===== config.mk =====
export PLATFORM = sky130hd
export DESIGN_NAME = multicycle_ctrl
export DESIGN_NICKNAME = d
export VERILOG_FILES = /design/src/rtl/ctrl_pkg.sv /design/src/rtl/wait_counter.sv /design/src/rtl/multicycle_ctrl.sv
export SDC_FILE = /design/constraint.sdc
export NUM_CORES = 1
export LEC_CHECK = 0
export CAP_MARGIN = 10
export CORE_AREA = 2 2 65 67
export DETAILED_ROUTE_END_ITERATION = 7
export DIE_AREA = 0 0 67 69
export MAX_ROUTING_LAYER = met4
export PLACE_DENSITY_LB_ADDON = 0.08
export SKIP_LAST_GASP = 1
export SLEW_MARGIN = 20
export SYNTH_ARGS = -nofsm -noshare
export SYNTH_HDL_FRONTEND = slang
export SYNTH_SLANG_ARGS = --single-unit

===== constraint.sdc =====
create_clock -name clock -period 1.8 [get_ports clock]
set_clock_uncertainty 0.1 [all_clocks]
set_input_delay 0.54 -clock clock [delete_from_list [all_inputs] [get_ports clock]]
set_output_delay 0.54 -clock clock [all_outputs]
set_load 0.01 [all_outputs]

===== src/rtl/ctrl_pkg.sv =====
// ctrl_pkg: state codes, opcode/funct constants and datapath select encodings
// for the multicycle MIPS-subset controller. Rev 1.0
`default_nettype none

package ctrl_pkg;

  typedef enum logic [6:0] {
    S_RST    = 7'd0,
    S_FETCH  = 7'd1,
    S_DECODE = 7'd2,
    S_EXEC_R = 7'd3,
    S_WB_R   = 7'd4,
    S_EXEC_I = 7'd5,
    S_WB_I   = 7'd6,
    S_ADDR   = 7'd7,
    S_MEM_RD = 7'd8,
    S_MEM_WR = 7'd9,
    S_WB_MEM = 7'd10,
    S_BRANCH = 7'd11,
    S_JUMP   = 7'd12,
    S_EXC    = 7'd13
  } state_t;

  localparam logic [5:0] OP_RTYPE = 6'h00;
  localparam logic [5:0] OP_ADDI  = 6'h08;
  localparam logic [5:0] OP_LW    = 6'h23;
  localparam logic [5:0] OP_SW    = 6'h2B;
  localparam logic [5:0] OP_BEQ   = 6'h04;
  localparam logic [5:0] OP_BNE   = 6'h05;
  localparam logic [5:0] OP_J     = 6'h02;

  localparam logic [5:0] FN_ADD = 6'h20;
  localparam logic [5:0] FN_SUB = 6'h22;
  localparam logic [5:0] FN_AND = 6'h24;

  localparam logic [2:0] ALU_NOP = 3'b000;
  localparam logic [2:0] ALU_ADD = 3'b001;
  localparam logic [2:0] ALU_SUB = 3'b010;
  localparam logic [2:0] ALU_AND = 3'b011;
  localparam logic [2:0] ALU_CMP = 3'b111;

  localparam logic [1:0] SRCA_PC = 2'd0;
  localparam logic [1:0] SRCA_A  = 2'd1;

  localparam logic [2:0] SRCB_B       = 3'd0;
  localparam logic [2:0] SRCB_FOUR    = 3'd1;
  localparam logic [2:0] SRCB_IMM     = 3'd2;
  localparam logic [2:0] SRCB_IMM_SH2 = 3'd3;

  localparam logic [2:0] PCSRC_ALU    = 3'd0;
  localparam logic [2:0] PCSRC_ALUOUT = 3'd1;
  localparam logic [2:0] PCSRC_JUMP   = 3'd2;
  localparam logic [2:0] PCSRC_EXC    = 3'd3;

  localparam logic [2:0] IORD_PC     = 3'd0;
  localparam logic [2:0] IORD_ALUOUT = 3'd1;

  localparam logic [3:0] M2R_ALUOUT = 4'd0;
  localparam logic [3:0] M2R_MEM    = 4'd1;

  localparam logic [1:0] DST_RT = 2'd0;
  localparam logic [1:0] DST_RD = 2'd1;

  localparam logic [1:0] EXC_NONE  = 2'b00;
  localparam logic [1:0] EXC_BADOP = 2'b01;
  localparam logic [1:0] EXC_OVF   = 2'b10;

  // ALU_NOP marks a funct field the controller does not implement.
  function automatic logic [2:0] funct_aluop(input logic [5:0] funct);
    case (funct)
      FN_ADD:  return ALU_ADD;
      FN_SUB:  return ALU_SUB;
      FN_AND:  return ALU_AND;
      default: return ALU_NOP;
    endcase
  endfunction

endpackage

`default_nettype wire


===== src/rtl/wait_counter.sv =====
// wait_counter: 3-bit memory wait-state counter with clear/enable and a
// done flag raised once LIMIT extra cycles have elapsed. Rev 1.0
`default_nettype none

module wait_counter #(
  parameter int LIMIT = 1
) (
  input  logic clk,
  input  logic rst_n,
  input  logic clear,
  input  logic enable,
  output logic done
);

  logic [2:0] count;

  always_ff @(posedge clk or negedge rst_n) begin
    if (!rst_n) begin
      count <= '0;
    end else if (clear) begin
      count <= '0;
    end else if (enable) begin
      count <= count + 3'd1;
    end
  end

  assign done = (count == 3'(LIMIT));

endmodule

`default_nettype wire


===== src/rtl/multicycle_ctrl.sv =====
// multicycle_ctrl: fetch/decode/execute sequencer for the MIPS-subset
// multicycle datapath, with memory wait states and exception redirect. Rev 1.0
`default_nettype none

module multicycle_ctrl
  import ctrl_pkg::*;
#(
  parameter int          MEM_WAIT = 1,
  parameter logic [31:0] EXC_VEC  = 32'h000000FC
) (
  input  logic        clock,
  input  logic        reset,
  input  logic [5:0]  OpCode,
  input  logic [5:0]  Funct,
  input  logic        Overflow,
  input  logic        Igual,
  output logic        PCWrite,
  output logic        IRWrite,
  output logic        MemWr,
  output logic        WriteRegA,
  output logic        WriteRegB,
  output logic        ALUOutControl,
  output logic        RegWrite,
  output logic        EPCWrite,
  output logic [1:0]  ALUSrcA,
  output logic [2:0]  ALUSrcB,
  output logic [2:0]  ALUOp,
  output logic [2:0]  PCSource,
  output logic [2:0]  Iord,
  output logic [3:0]  MemToReg,
  output logic [1:0]  RegDst,
  output logic [1:0]  ExcCause,
  output logic [31:0] ExcVec,
  output logic [6:0]  stateout
);

  state_t     state;
  logic [1:0] exc_cause;
  logic       in_wait;
  logic       wait_clear;
  logic       wait_done;

  // FETCH and MEM_RD only leave on done, so clearing on done or outside
  // those states clears the counter on every state change.
  assign in_wait    = (state == S_FETCH) || (state == S_MEM_RD);
  assign wait_clear = !in_wait || wait_done;

  wait_counter #(
    .LIMIT(MEM_WAIT)
  ) u_wait (
    .clk    (clock),
    .rst_n  (reset),
    .clear  (wait_clear),
    .enable (in_wait),
    .done   (wait_done)
  );

  always_ff @(posedge clock or negedge reset) begin
    if (!reset) begin
      state     <= S_RST;
      exc_cause <= EXC_NONE;
    end else begin
      case (state)
        S_RST:    state <= S_FETCH;
        S_FETCH:  if (wait_done) state <= S_DECODE;
        S_DECODE: begin
          case (OpCode)
            OP_RTYPE:     state <= S_EXEC_R;
            OP_ADDI:      state <= S_EXEC_I;
            OP_LW, OP_SW: state <= S_ADDR;
            OP_BEQ, OP_BNE: state <= S_BRANCH;
            OP_J:         state <= S_JUMP;
            default: begin
              state     <= S_EXC;
              exc_cause <= EXC_BADOP;
            end
          endcase
        end
        S_EXEC_R: begin
          if (funct_aluop(Funct) == ALU_NOP) begin
            state     <= S_EXC;
            exc_cause <= EXC_BADOP;
          end else if (Overflow && (Funct == FN_ADD || Funct == FN_SUB)) begin
            state     <= S_EXC;
            exc_cause <= EXC_OVF;
          end else begin
            state <= S_WB_R;
          end
        end
        S_EXEC_I: begin
          if (Overflow) begin
            state     <= S_EXC;
            exc_cause <= EXC_OVF;
          end else begin
            state <= S_WB_I;
          end
        end
        S_ADDR:   state <= (OpCode == OP_SW) ? S_MEM_WR : S_MEM_RD;
        S_MEM_RD: if (wait_done) state <= S_WB_MEM;
        S_WB_R, S_WB_I, S_WB_MEM, S_MEM_WR,
        S_BRANCH, S_JUMP, S_EXC: state <= S_FETCH;
        default:  state <= S_RST;
      endcase
    end
  end

  always_comb begin
    PCWrite       = 1'b0;
    IRWrite       = 1'b0;
    MemWr         = 1'b0;
    WriteRegA     = 1'b0;
    WriteRegB     = 1'b0;
    ALUOutControl = 1'b0;
    RegWrite      = 1'b0;
    EPCWrite      = 1'b0;
    ALUSrcA       = SRCA_PC;
    ALUSrcB       = SRCB_B;
    ALUOp         = ALU_NOP;
    PCSource      = PCSRC_ALU;
    Iord          = IORD_PC;
    MemToReg      = M2R_ALUOUT;
    RegDst        = DST_RT;
    case (state)
      S_FETCH: begin
        Iord    = IORD_PC;
        ALUSrcA = SRCA_PC;
        ALUSrcB = SRCB_FOUR;
        ALUOp   = ALU_ADD;
        if (wait_done) begin
          PCWrite  = 1'b1;
          PCSource = PCSRC_ALU;
          IRWrite  = 1'b1;
        end
      end
      S_DECODE: begin
        WriteRegA     = 1'b1;
        WriteRegB     = 1'b1;
        ALUSrcA       = SRCA_PC;
        ALUSrcB       = SRCB_IMM_SH2;
        ALUOp         = ALU_ADD;
        ALUOutControl = 1'b1;
      end
      S_EXEC_R: begin
        ALUSrcA       = SRCA_A;
        ALUSrcB       = SRCB_B;
        ALUOp         = funct_aluop(Funct);
        ALUOutControl = 1'b1;
      end
      S_WB_R: begin
        RegDst   = DST_RD;
        MemToReg = M2R_ALUOUT;
        RegWrite = 1'b1;
      end
      S_EXEC_I, S_ADDR: begin
        ALUSrcA       = SRCA_A;
        ALUSrcB       = SRCB_IMM;
        ALUOp         = ALU_ADD;
        ALUOutControl = 1'b1;
      end
      S_WB_I: begin
        RegDst   = DST_RT;
        MemToReg = M2R_ALUOUT;
        RegWrite = 1'b1;
      end
      S_MEM_RD: Iord = IORD_ALUOUT;
      S_MEM_WR: begin
        Iord  = IORD_ALUOUT;
        MemWr = 1'b1;
      end
      S_WB_MEM: begin
        Iord     = IORD_ALUOUT;
        RegDst   = DST_RT;
        MemToReg = M2R_MEM;
        RegWrite = 1'b1;
      end
      S_BRANCH: begin
        ALUSrcA  = SRCA_A;
        ALUSrcB  = SRCB_B;
        ALUOp    = ALU_CMP;
        PCSource = PCSRC_ALUOUT;
        PCWrite  = (OpCode == OP_BNE) ? !Igual : Igual;
      end
      S_JUMP: begin
        PCSource = PCSRC_JUMP;
        PCWrite  = 1'b1;
      end
      S_EXC: begin
        ALUSrcA  = SRCA_PC;
        ALUSrcB  = SRCB_FOUR;
        ALUOp    = ALU_SUB;
        EPCWrite = 1'b1;
        PCSource = PCSRC_EXC;
        PCWrite  = 1'b1;
      end
      default: ;
    endcase
  end

  assign ExcCause = exc_cause;
  assign ExcVec   = EXC_VEC;
  assign stateout = state;

endmodule

`default_nettype wire


==> impl_metrics.py, run 1 <==
metrics = {
    "sta": {
        "drv_slew": 0,
        "worst_slack_ns": -0.326,
        "post-route-period-util_pct": 118,
        "fin_crit_ns": 2.13,
        "finalSetupViolCount": 23,
        "clock.fmax_mhz": 470,
        "rsz0062_at_grt": "true",
        "hold_viol_final": 0,
    },
    "setup_path": {
        "path_buf_inv": 2,
        "worstSetupPathType": "reg -> out",
        "crit_start": "stateout[2]$_DFFE_PN0P_",
        "critPathLaunchType": "flip-flop",
        "slowest_delay_ns": 0.47,
        "cp.required_ns": 1.16,
        "cp_top_family": "flip-flops",
        "path_max_fanout": 6,
        "r2r-start": "stateout[0]$_DFFE_PN0P_",
        "cp_cell_sequence": "buf_6 > nand2b_4 > o21ai_2 > o21ai_1 > a21oi_1 > buf_2",
        "crit_path_top_delay_cell": "dfrtp_2",
        "worst_setup_path_end_kind": "primary output",
        "worstPathArrival_ns": 1.49,
    },
    "cells_and_area": {
        "final_common_cell": "buf_4",
        "final_nets": 292,
        "fin_util_pct": 61.7,
        "area_delta_synth_final_pct": 91.5,
        "n_antenna_cell": 0,
        "layout-drive-gt1-share_pct": 56.0,
        "nFillCells": 348,
        "final_cell_mix": "52 x buf_4, 44 x conb_1, 34 x buf_6",
        "multi_input_area_um2": 1070,
        "seqCellArea_um2": 229,
    },
    "yosys": {
        "synth_edf_count": 0,
        "avgSynthCellArea_um2": 7.69,
        "yosysWarnings": 0,
        "netlist_area_um2": 1260,
        "syn_inst": 164,
        "async_flop_share_pct": 100,
        "ys_seq_elements": 9,
        "ys.flop_type": "dfrtp_1",
        "yosys.cell_types.count": 48,
        "yosysSeqAreaShare_pct": 17.9,
    },
    "pwr": {
        "p_total_mw": 3.10,
        "p_leak_nw": 1.18,
        "ir_worst_vdd_mv": 0.520,
        "p_per_area_nw_per_um2": 1280,
    },
    "floorplanning": {
        "die_area_um2": 4620,
        "row_count": 23,
        "die_width_um": 67,
        "die_h_um": 69,
        "ios": 85,
        "core_area_um2": 3910,
        "initial_utilization_pct": 32.2,
    },
    "global_route": {
        "grt_antenna_before_repair": 0,
        "overflow": 0,
        "grt_pass1_wl_um": 6760,
        "grt_pass1_vias": 1466,
        "grt_usage_pct": 18.5,
        "grt_max_degree": 10,
    },
    "detailed_routing": {
        "drt_iter0_markers": 51,
        "vias_per_cell": 4.47,
        "route.detailed.drc": 0,
        "wire_per_inst_um": 13.0,
        "drt_wl_total_um": 4200,
        "dr.pass1.iters": 6,
        "vias": 1445,
        "ant_nets": 0,
    },
    "cts": {
        "clk-insertion-delay-late_ns": 0.23,
        "hold_buffers": 0,
        "cts_made_buffers": 3,
        "cts.sinks": 9,
        "cts_tree": "yes",
        "clk_pin_slew_worst_paths_ns": 0.05,
        "clockRootBuffer": "clkbuf_8",
        "cts.htree.levels": 1,
        "cts_buffer_depth": 2,
    },
    "status": {
        "outcome": "complete, but fails checks",
        "violations": "negative setup slack",
    },
    "worst_hold_path": {
        "hold_path.class": "reg -> reg",
        "hp-start": "ExcCause[0]$_DFFE_PN0P_",
    },
    "flow_run": {
        "drv_cap": 0,
    },
    "placement": {
        "place_hpwl_um": 2960,
        "portBuffers": 40,
        "globalplace.congestion": 0.848,
    },
}
power breakdown:
group | leakage [nW] | internal [mW] | switching, mW | total (mW)
registers | 0.110 | 0.283 | 0.0893 | 0.373
logic | 1.04 | 1.37 | 1.12 | 2.49
clock network | 0.0228 | 0.154 | 0.0793 | 0.234
total | 1.18 | 1.80 | 1.29 | 3.10
layer usage:
metal,GRT usage [%],wire length [um]
met5,-,0
met4,4.08,63
met3,0.653,213
met1,21.6,1660
met2,34.3,2260
path summary, 6_finish.rpt:
kind | end | slack (ns) | cells after the start
setup / recovery | ALUOp[0] | -0.33 | 6
hold / removal | ExcCause[0]$_DFFE_PN0P_ | 0.41 | 1
setup reg to reg | ExcCause[0]$_DFFE_PN0P_ | -0.17 | 4
hold reg to reg | ExcCause[0]$_DFFE_PN0P_ | 0.41 | 1
max in group asynchronous | stateout[0]$_DFFE_PN0P_ | 0.79 | 1
min in group asynchronous | ExcCause[0]$_DFFE_PN0P_ | 0.50 | 1
state kept, by name (all words and copies together) (netlist names):
| signal | cells |
|---|---|
| ExcCause | 2 |
| stateout | 4 |
| u_wait.count | 3 |
layout make-up:
| cell class | instances | area share [%] |
|---|---|---|
| multi-input cells | 138 | 44.1 |
| repair buffers | 115 | 40.6 |
| flip-flops and latches | 9 | 9.48 |
| well taps | 50 | 2.59 |
| clock buffers | 4 | 1.87 |
| inverters | 7 | 1.30 |
synthesized netlist by cell type (all sizes together), types with 3 or more instances:
master  count  area [um^2]
nand2b      6         37.5
o21a        3         22.5
inv         6         22.5
nor2       13         48.8
xor2        3         26.3
clkbuf      3         11.3
nor2b       3         18.8
buf        49          357
o21ai       6         30.0
nand3       4         20.0
dfrtp       9          225
a21oi      12         60.1
nand2       6         22.5
logic make-up (layout without fill, tap and decap cells):
logic type      Yosys count  after routing  share of synthesized area [%]
compound gates           35             35                           19.1
xor+xnor                  5              5                           3.47
fa+ha+maj                 2              2                           1.98
buf+inv                  59            126                           31.2
flops                     9              9                           17.9
mux                       2              2                           1.69
other cells               2             44                          0.595
simple gates             50             50                           24.0
repair_timing:
action | CTS | global route
resized for setup | 190 | 23
endpoints found under the hold margin | 0 | 0
pin swaps | 21 | 14
buffers inserted | 31 | 6
endpoints found under the setup margin | 27 | 30
per-stage QoR:
stage                     setup slack (ns)  hold WS, ns  area [um^2]  instances  setup TNS, ns
after floorplan                     -0.154        0.144         1490        206         -0.654
after global placement               -1.18        0.399         1900        288         -12.42
after global routing                -0.389        0.451         2410        323          -5.40
after CTS                           -0.384        0.418         2330        323          -4.43
after detailed placement             -1.17        0.404         1900        288         -12.90
final                               -0.326        0.411         2410        323          -4.21
No activity file was read; power rests on OpenSTA's default activity.
==> run 2: changes to the inputs <==
Settings changed: RECOVER_POWER set to 100.
==> run 2 against run 1 <==
Compared with the run above: utilization down 0.35 points; global-route usage unchanged; worst hold slack better by 0.0054 ns; worst setup slack better by 0.0011 ns; non-clock buffer count unchanged; combinational power about the same; sequential power about the same; sequential share of layout area up 0.054 points; first-iteration DRC count down 7.8%; clock-buffer cell count unchanged; the flow still finishes with violations (negative setup slack); final area down 0.57%.
==> impl_metrics.py, run 2 (synthesized netlist as in run 1, its figures left out) <==
metrics = {
    "global_route": {
        "met2_usage_pct": 34.3,
        "grt_pass1_vias": 1466,
        "grt_antenna_before_repair": 0,
        "grt_usage_pct": 18.5,
        "met3_usage_pct": 0.653,
        "gr-max-usage-layer": "met2",
        "grt_max_degree": 10,
        "overflow": 0,
        "grt_pass1_wl_um": 6760,
        "met1_usage_pct": 21.6,
    },
    "pwr": {
        "p_leak_nw": 1.17,
        "ir_worst_vdd_mv": 0.516,
        "p_total_mw": 3.06,
        "p_per_area_nw_per_um2": 1280,
    },
    "setup_path": {
        "crit_path_top_delay_cell": "dfrtp_2",
        "worstPathArrival_ns": 1.48,
        "worstSetupPathType": "reg -> out",
        "critPathLaunchType": "flip-flop",
        "cp.required_ns": 1.16,
        "path_max_fanout": 6,
        "cp_top_family": "flip-flops",
        "worst_setup_path_end_kind": "primary output",
        "slowest_delay_ns": 0.47,
        "cp_cell_sequence": "buf_6 > nand2b_4 > o21ai_2 > o21ai_1 > a21oi_1 > buf_2",
        "path_buf_inv": 2,
    },
    "cells_and_area": {
        "layout-drive-gt1-share_pct": 54.9,
        "final_common_cell": "buf_4",
        "area_delta_synth_final_pct": 90.4,
        "nFillCells": 354,
        "largest_register_ffs": 4,
        "stdcell_area_um2": 2400,
        "final_cell_mix": "49 x buf_4, 44 x conb_1, 34 x buf_6",
        "final_nets": 292,
        "n_antenna_cell": 0,
    },
    "detailed_routing": {
        "wire_per_inst_um": 13.1,
        "vias_per_cell": 4.52,
        "route.detailed.drc": 0,
        "drt_iter0_markers": 47,
        "ant_nets": 0,
        "dr.pass1.iters": 4,
        "drt_wl_total_um": 4220,
        "vias": 1459,
    },
    "cts": {
        "clockRootBuffer": "clkbuf_8",
        "cts_made_buffers": 3,
        "cts.sinks": 9,
        "clk_pin_slew_worst_paths_ns": 0.05,
        "cts.htree.levels": 1,
        "cts_buffer_depth": 2,
        "cts_tree": "yes",
        "clk-insertion-delay-late_ns": 0.23,
    },
    "placement": {
        "place_hpwl_um": 2960,
        "portBuffers": 40,
        "globalplace.congestion": 0.848,
        "postPlaceCellArea_um2": 1900,
    },
    "flow_run": {
        "drv_cap": 0,
    },
    "status": {
        "outcome": "complete, but fails checks",
        "violations": "negative setup slack",
    },
    "sta": {
        "rsz0062_at_grt": "true",
        "post-route-period-util_pct": 118,
        "clock.fmax_mhz": 471,
        "fin_crit_ns": 2.12,
        "drv_slew": 0,
        "finalSetupViolCount": 23,
        "hold_viol_final": 0,
        "worst_slack_ns": -0.325,
    },
    "floorplanning": {
        "core_area_um2": 3910,
        "die_area_um2": 4620,
        "ios": 85,
        "die_width_um": 67,
        "die_h_um": 69,
        "row_count": 23,
        "initial_utilization_pct": 32.2,
    },
    "worst_hold_path": {
        "hold_path.class": "reg -> reg",
    },
}
==> run 2: changes by cell type in the layout (fill, tap and decap cells not counted), sizes merged <==
cell           before  now
dlymetal6s2s        1    0
clkdlybuf4s50       4    3
clkbuf              6    9
clkdlybuf4s25       0    1
dlygate4sd3         0    1
buf               102   99
==> run 2: final timing paths <==
kind / start / end / slack [ns] / cells past startpoint
max: stateout[2]$_DFFE_PN0P_ / ALUOp[0] / -0.32 / 6
min: ExcCause[0]$_DFFE_PN0P_ / ExcCause[0]$_DFFE_PN0P_ / 0.42 / 1
min reg2reg: ExcCause[0]$_DFFE_PN0P_ / ExcCause[0]$_DFFE_PN0P_ / 0.42 / 1
max in group asynchronous: reset / stateout[0]$_DFFE_PN0P_ / 0.72 / 1
max reg2reg: stateout[0]$_DFFE_PN0P_ / ExcCause[0]$_DFFE_PN0P_ / -0.17 / 4
min in group asynchronous: reset / ExcCause[0]$_DFFE_PN0P_ / 0.57 / 1
==> run 2: where the power goes <==
part	switching (mW)	leakage (nW)	internal, mW
Combinational	1.12	1.03	1.33
Sequential	0.0896	0.110	0.283
Clock	0.0784	0.0228	0.154
Total	1.29	1.17	1.77
==> run 2: area by class of cell <==
class | instances | area [um^2] | share of cell area, %
Tap cell | 50 | 62.6 | 2.61
Sequential cell | 9 | 229 | 9.54
Multi-Input combinational cell | 138 | 1060 | 44.2
Timing Repair Buffer | 115 | 971 | 40.4
Inverter | 7 | 31.3 | 1.30
Clock buffer | 4 | 45.0 | 1.88
==> run 2: layer usage <==
metal  vias to the layer above  share of wire [%]
met5                         -                  0
met2                        66                 54
met4                         0                1.0
met3                         8                5.3
li1                        696                  -
met1                       689                 39
==> run 2: through the flow <==
stage / setup slack (ns) / std cells / hold slack, ns / TNS (ns) / util, %
final: -0.325 / 323 / 0.417 / -4.19 / 61.3
after CTS: -0.384 / 323 / 0.418 / -4.43 / 59.6
after detailed placement: -1.17 / 288 / 0.404 / -12.90 / 48.6
after global placement: -1.18 / 288 / 0.399 / -12.42 / 48.6
after floorplan: -0.154 / 206 / 0.144 / -0.654 / -
after global routing: -0.389 / 323 / 0.451 / -5.47 / 61.3
==> run 2: repair_timing <==
item | in CTS | in global routing
endpoints found under the setup margin | 27 | 30
gates resized for setup | 190 | 23
buffers inserted | 31 | 6
hold buffers | 0 | 0
pin swaps | 21 | 14
==> variant: new RTL, flow settings as in run 2 <==
Put a register stage on the output `Iord`, without a reset. The value now appears one clock later. The other outputs are not delayed to match.
--- a/src/rtl/multicycle_ctrl.sv
+++ b/src/rtl/multicycle_ctrl.sv
@@ -36,2 +36,4 @@
 
+  logic [2:0] Iord_d;
+
   state_t     state;
@@ -119,3 +121,3 @@
     PCSource      = PCSRC_ALU;
-    Iord          = IORD_PC;
+    Iord_d        = IORD_PC;
     MemToReg      = M2R_ALUOUT;
@@ -124,3 +126,3 @@
       S_FETCH: begin
-        Iord    = IORD_PC;
+        Iord_d  = IORD_PC;
         ALUSrcA = SRCA_PC;
@@ -164,5 +166,5 @@
       end
-      S_MEM_RD: Iord = IORD_ALUOUT;
+      S_MEM_RD: Iord_d = IORD_ALUOUT;
       S_MEM_WR: begin
-        Iord  = IORD_ALUOUT;
+        Iord_d = IORD_ALUOUT;
         MemWr = 1'b1;
@@ -170,3 +172,3 @@
       S_WB_MEM: begin
-        Iord     = IORD_ALUOUT;
+        Iord_d   = IORD_ALUOUT;
         RegDst   = DST_RT;
@@ -202,2 +204,6 @@
 
+  always_ff @(posedge clock) begin
+    Iord <= Iord_d;
+  end
+
 endmodule
Check against the original RTL: not equivalent (a bounded check fails within 10 cycles, from zero or initial values and one cycle with reset low).
==> variant against run 2 <==
- the run still ends with negative setup slack left
- sequential cell count increased by 1
- fmax decreased by 1.5%
- design area rose by 4.8%
- power rose by 8.4%
- area after synthesis is 2.1% higher
- routed wire length fell by 0.54%
- die area unchanged
- setup slack lost 32 ps
==> variant: results (changes against run 2) <==
| Metric | Value |
|---|---|
| H-tree depth | 1 (unchanged) |
| Max reg flops | 4 (unchanged) |
| Drt total wl | 4.201 mm (was 4.224 mm) |
| Most instantiated library cell after synthesis | buf_4 (unchanged) |
| Main synth FF type | dfrtp_1 (unchanged) |
| Vias in the first global route | 1444 (was 1466) |
| FILL cells | 342 (was 354) |
| Clock latency on the worst-skew pair | 230 ps (about the same) |
| Pin count of the biggest net entering global routing | 14 (was 10) |
| DRT Pass-1 Iters | 4 (unchanged) |
| Die area | 0.004623 mm2 (unchanged) |
| Layout cell share with drive strength beyond 1 | 56.63% (was 54.95%) |
| Leakage power | 1.221 nW (was 1.166 nW) |
| Placed cells | 295 (was 288) |
| Post-synth cell types | 45 (was 48) |
| Synth area leaders | buf_4 (26%), dfrtp_1 (17%), a21oi_1 (4.7%) (was buf_4 (27%), dfrtp_1 (18%), a21oi_1 (4.8%)) |
| Setup-failing EPs final | 21 (was 23) |
| Clock transition at path regs | 50 ps (about the same) |
| XOR/XNOR share of the synthesized area | 3.401% (was 3.472%) |
| Setup TNS | -5049 ps (was -4187 ps) |
| Outcome | complete, but fails checks (unchanged) |
| Antenna violations before repair | 0 (unchanged) |
| Setup ws final | -356.9 ps (was -324.8 ps) |
| Final std cells w/o fill | 329 (was 323) |
| Synth top cells by count | buf_4 (45), nor2_1 (14), a21oi_1 (12), dfrtp_1 (9) (was buf_4 (45), nor2_1 (13), a21oi_1 (12), dfrtp_1 (9)) |
| Synthesis warning total | 0 (unchanged) |
| Critical Path Fanout Max | 3 (was 6) |
| Maximum clock path buffer count | 2 (unchanged) |
| Sequential element share of the synthesized area | 19.05% (was 17.86%) |
| Post-synthesis mux area share | 1.944% (was 1.687%) |
| Compound-cell area share of the yosys netlist | 18.27% (was 19.15%) |
| Adder-Cell Fraction of Synth Area | 1.944% (was 1.984%) |
| Final HPWL DP | 2.916 mm (was 2.964 mm) |
| ANT cells | 0 (unchanged) |
| Fraction of registers with async set/reset | 90.00% (was 100.0%) |
| DR iter-0 viols | 58 (was 47) |
| GPL Wtd Cong | 0.7677 (was 0.8476) |
| Worst vdd ir | 403.5 uV (was 515.6 uV) |
| DR vias/cell | 4.511 (was 4.517) |
| CTS buffer count | 3 (unchanged) |
| Total track usage | 18.27% (was 18.55%) |
| Clock Tree Root | clkbuf_8 (unchanged) |
| First-pass GRT wire length | 6.541 mm (was 6.755 mm) |
| Worst hold path type | flip-flop to flip-flop (unchanged) |
| CP arrival | 1520 ps (was 1480 ps) |
| Violated checks | negative setup slack (unchanged) |
| Buffers added on ports | 40 (unchanged) |
| Syn Area/Cell | 7.664 um2 (was 7.690 um2) |
## variant: through the flow
| step | utilization [%] | hold slack (ps) | setup slack (ps) | area (um2) |
|---|---|---|---|---|
| finish | 64.29 | 421.4 | -356.9 | 2516 |
| CTS | 60.65 | 424.7 | -371.0 | 2374 |
| global placement | 49.55 | 396.9 | -1139 | 1939 |
| floorplan | - | 144.4 | -153.3 | 1525 |
| detailed placement | 49.55 | 416.8 | -1185 | 1939 |
| global route | 64.29 | 453.4 | -412.6 | 2516 |
## variant: final timing paths
check | slack [ps] | to | cells after the start | startpoint
max | -360 | WriteRegA | 4 | stateout[3]$_DFFE_PN0P_
max reg2reg | -290 | ExcCause[0]$_DFFE_PN0P_ | 5 | stateout[3]$_DFFE_PN0P_
min reg2reg | 420 | ExcCause[1]$_DFFE_PN0P_ | 2 | ExcCause[1]$_DFFE_PN0P_
max in group asynchronous | 680 | stateout[0]$_DFFE_PN0P_ | 1 | reset
min | 420 | ExcCause[1]$_DFFE_PN0P_ | 2 | ExcCause[1]$_DFFE_PN0P_
min in group asynchronous | 580 | ExcCause[1]$_DFFE_PN0P_ | 1 | reset
## variant: layout make-up
class,instances,area (um2),area share (%)
Multi-Input combinational cell,141,1092,43.41
Timing Repair Buffer,117,1028,40.88
Sequential cell,10,249.0,9.896
Tap cell,50,62.56,2.486
Clock buffer,4,55.05,2.188
Inverter,7,28.78,1.144
## variant: what timing repair did
item,CTS,global route
setup buffers,33,9
pin swaps,22,19
endpoints found under the setup margin,28,29
resized for setup,176,42
## variant: cell families (layout without fill, tap and decap cells)
kind of cell,count (synthesis),after routing
compound gates,35,35
flops,10,10
other cells,2,44
buf+inv,59,128
xor+xnor,5,5
mux,2,2
fa+ha+maj,2,2
simple gates,53,53
## variant: where the power goes
group / switching (mW) / total (mW) / leakage, nW / internal, mW
sequential: 0.0757 / 0.390 / 0.118 / 0.315
combinational: 1.20 / 2.65 / 1.07 / 1.45
clock: 0.0890 / 0.281 / 0.0288 / 0.192
total: 1.36 / 3.32 / 1.22 / 1.96
## variant: layer usage
layer,routed length (um),global-route usage (%),share of wire (%)
met5,0,-,0
met4,53,3.401,1.3
met3,230,3.915,5.5
met2,2427,33.33,58
met1,1490,19.94,35
## variant: critical path: stages (launching register included)
cell and delay, ps:
dfrtp_1 400, buf_6 130, or4b_4 570, inv_4 90, buf_6 100
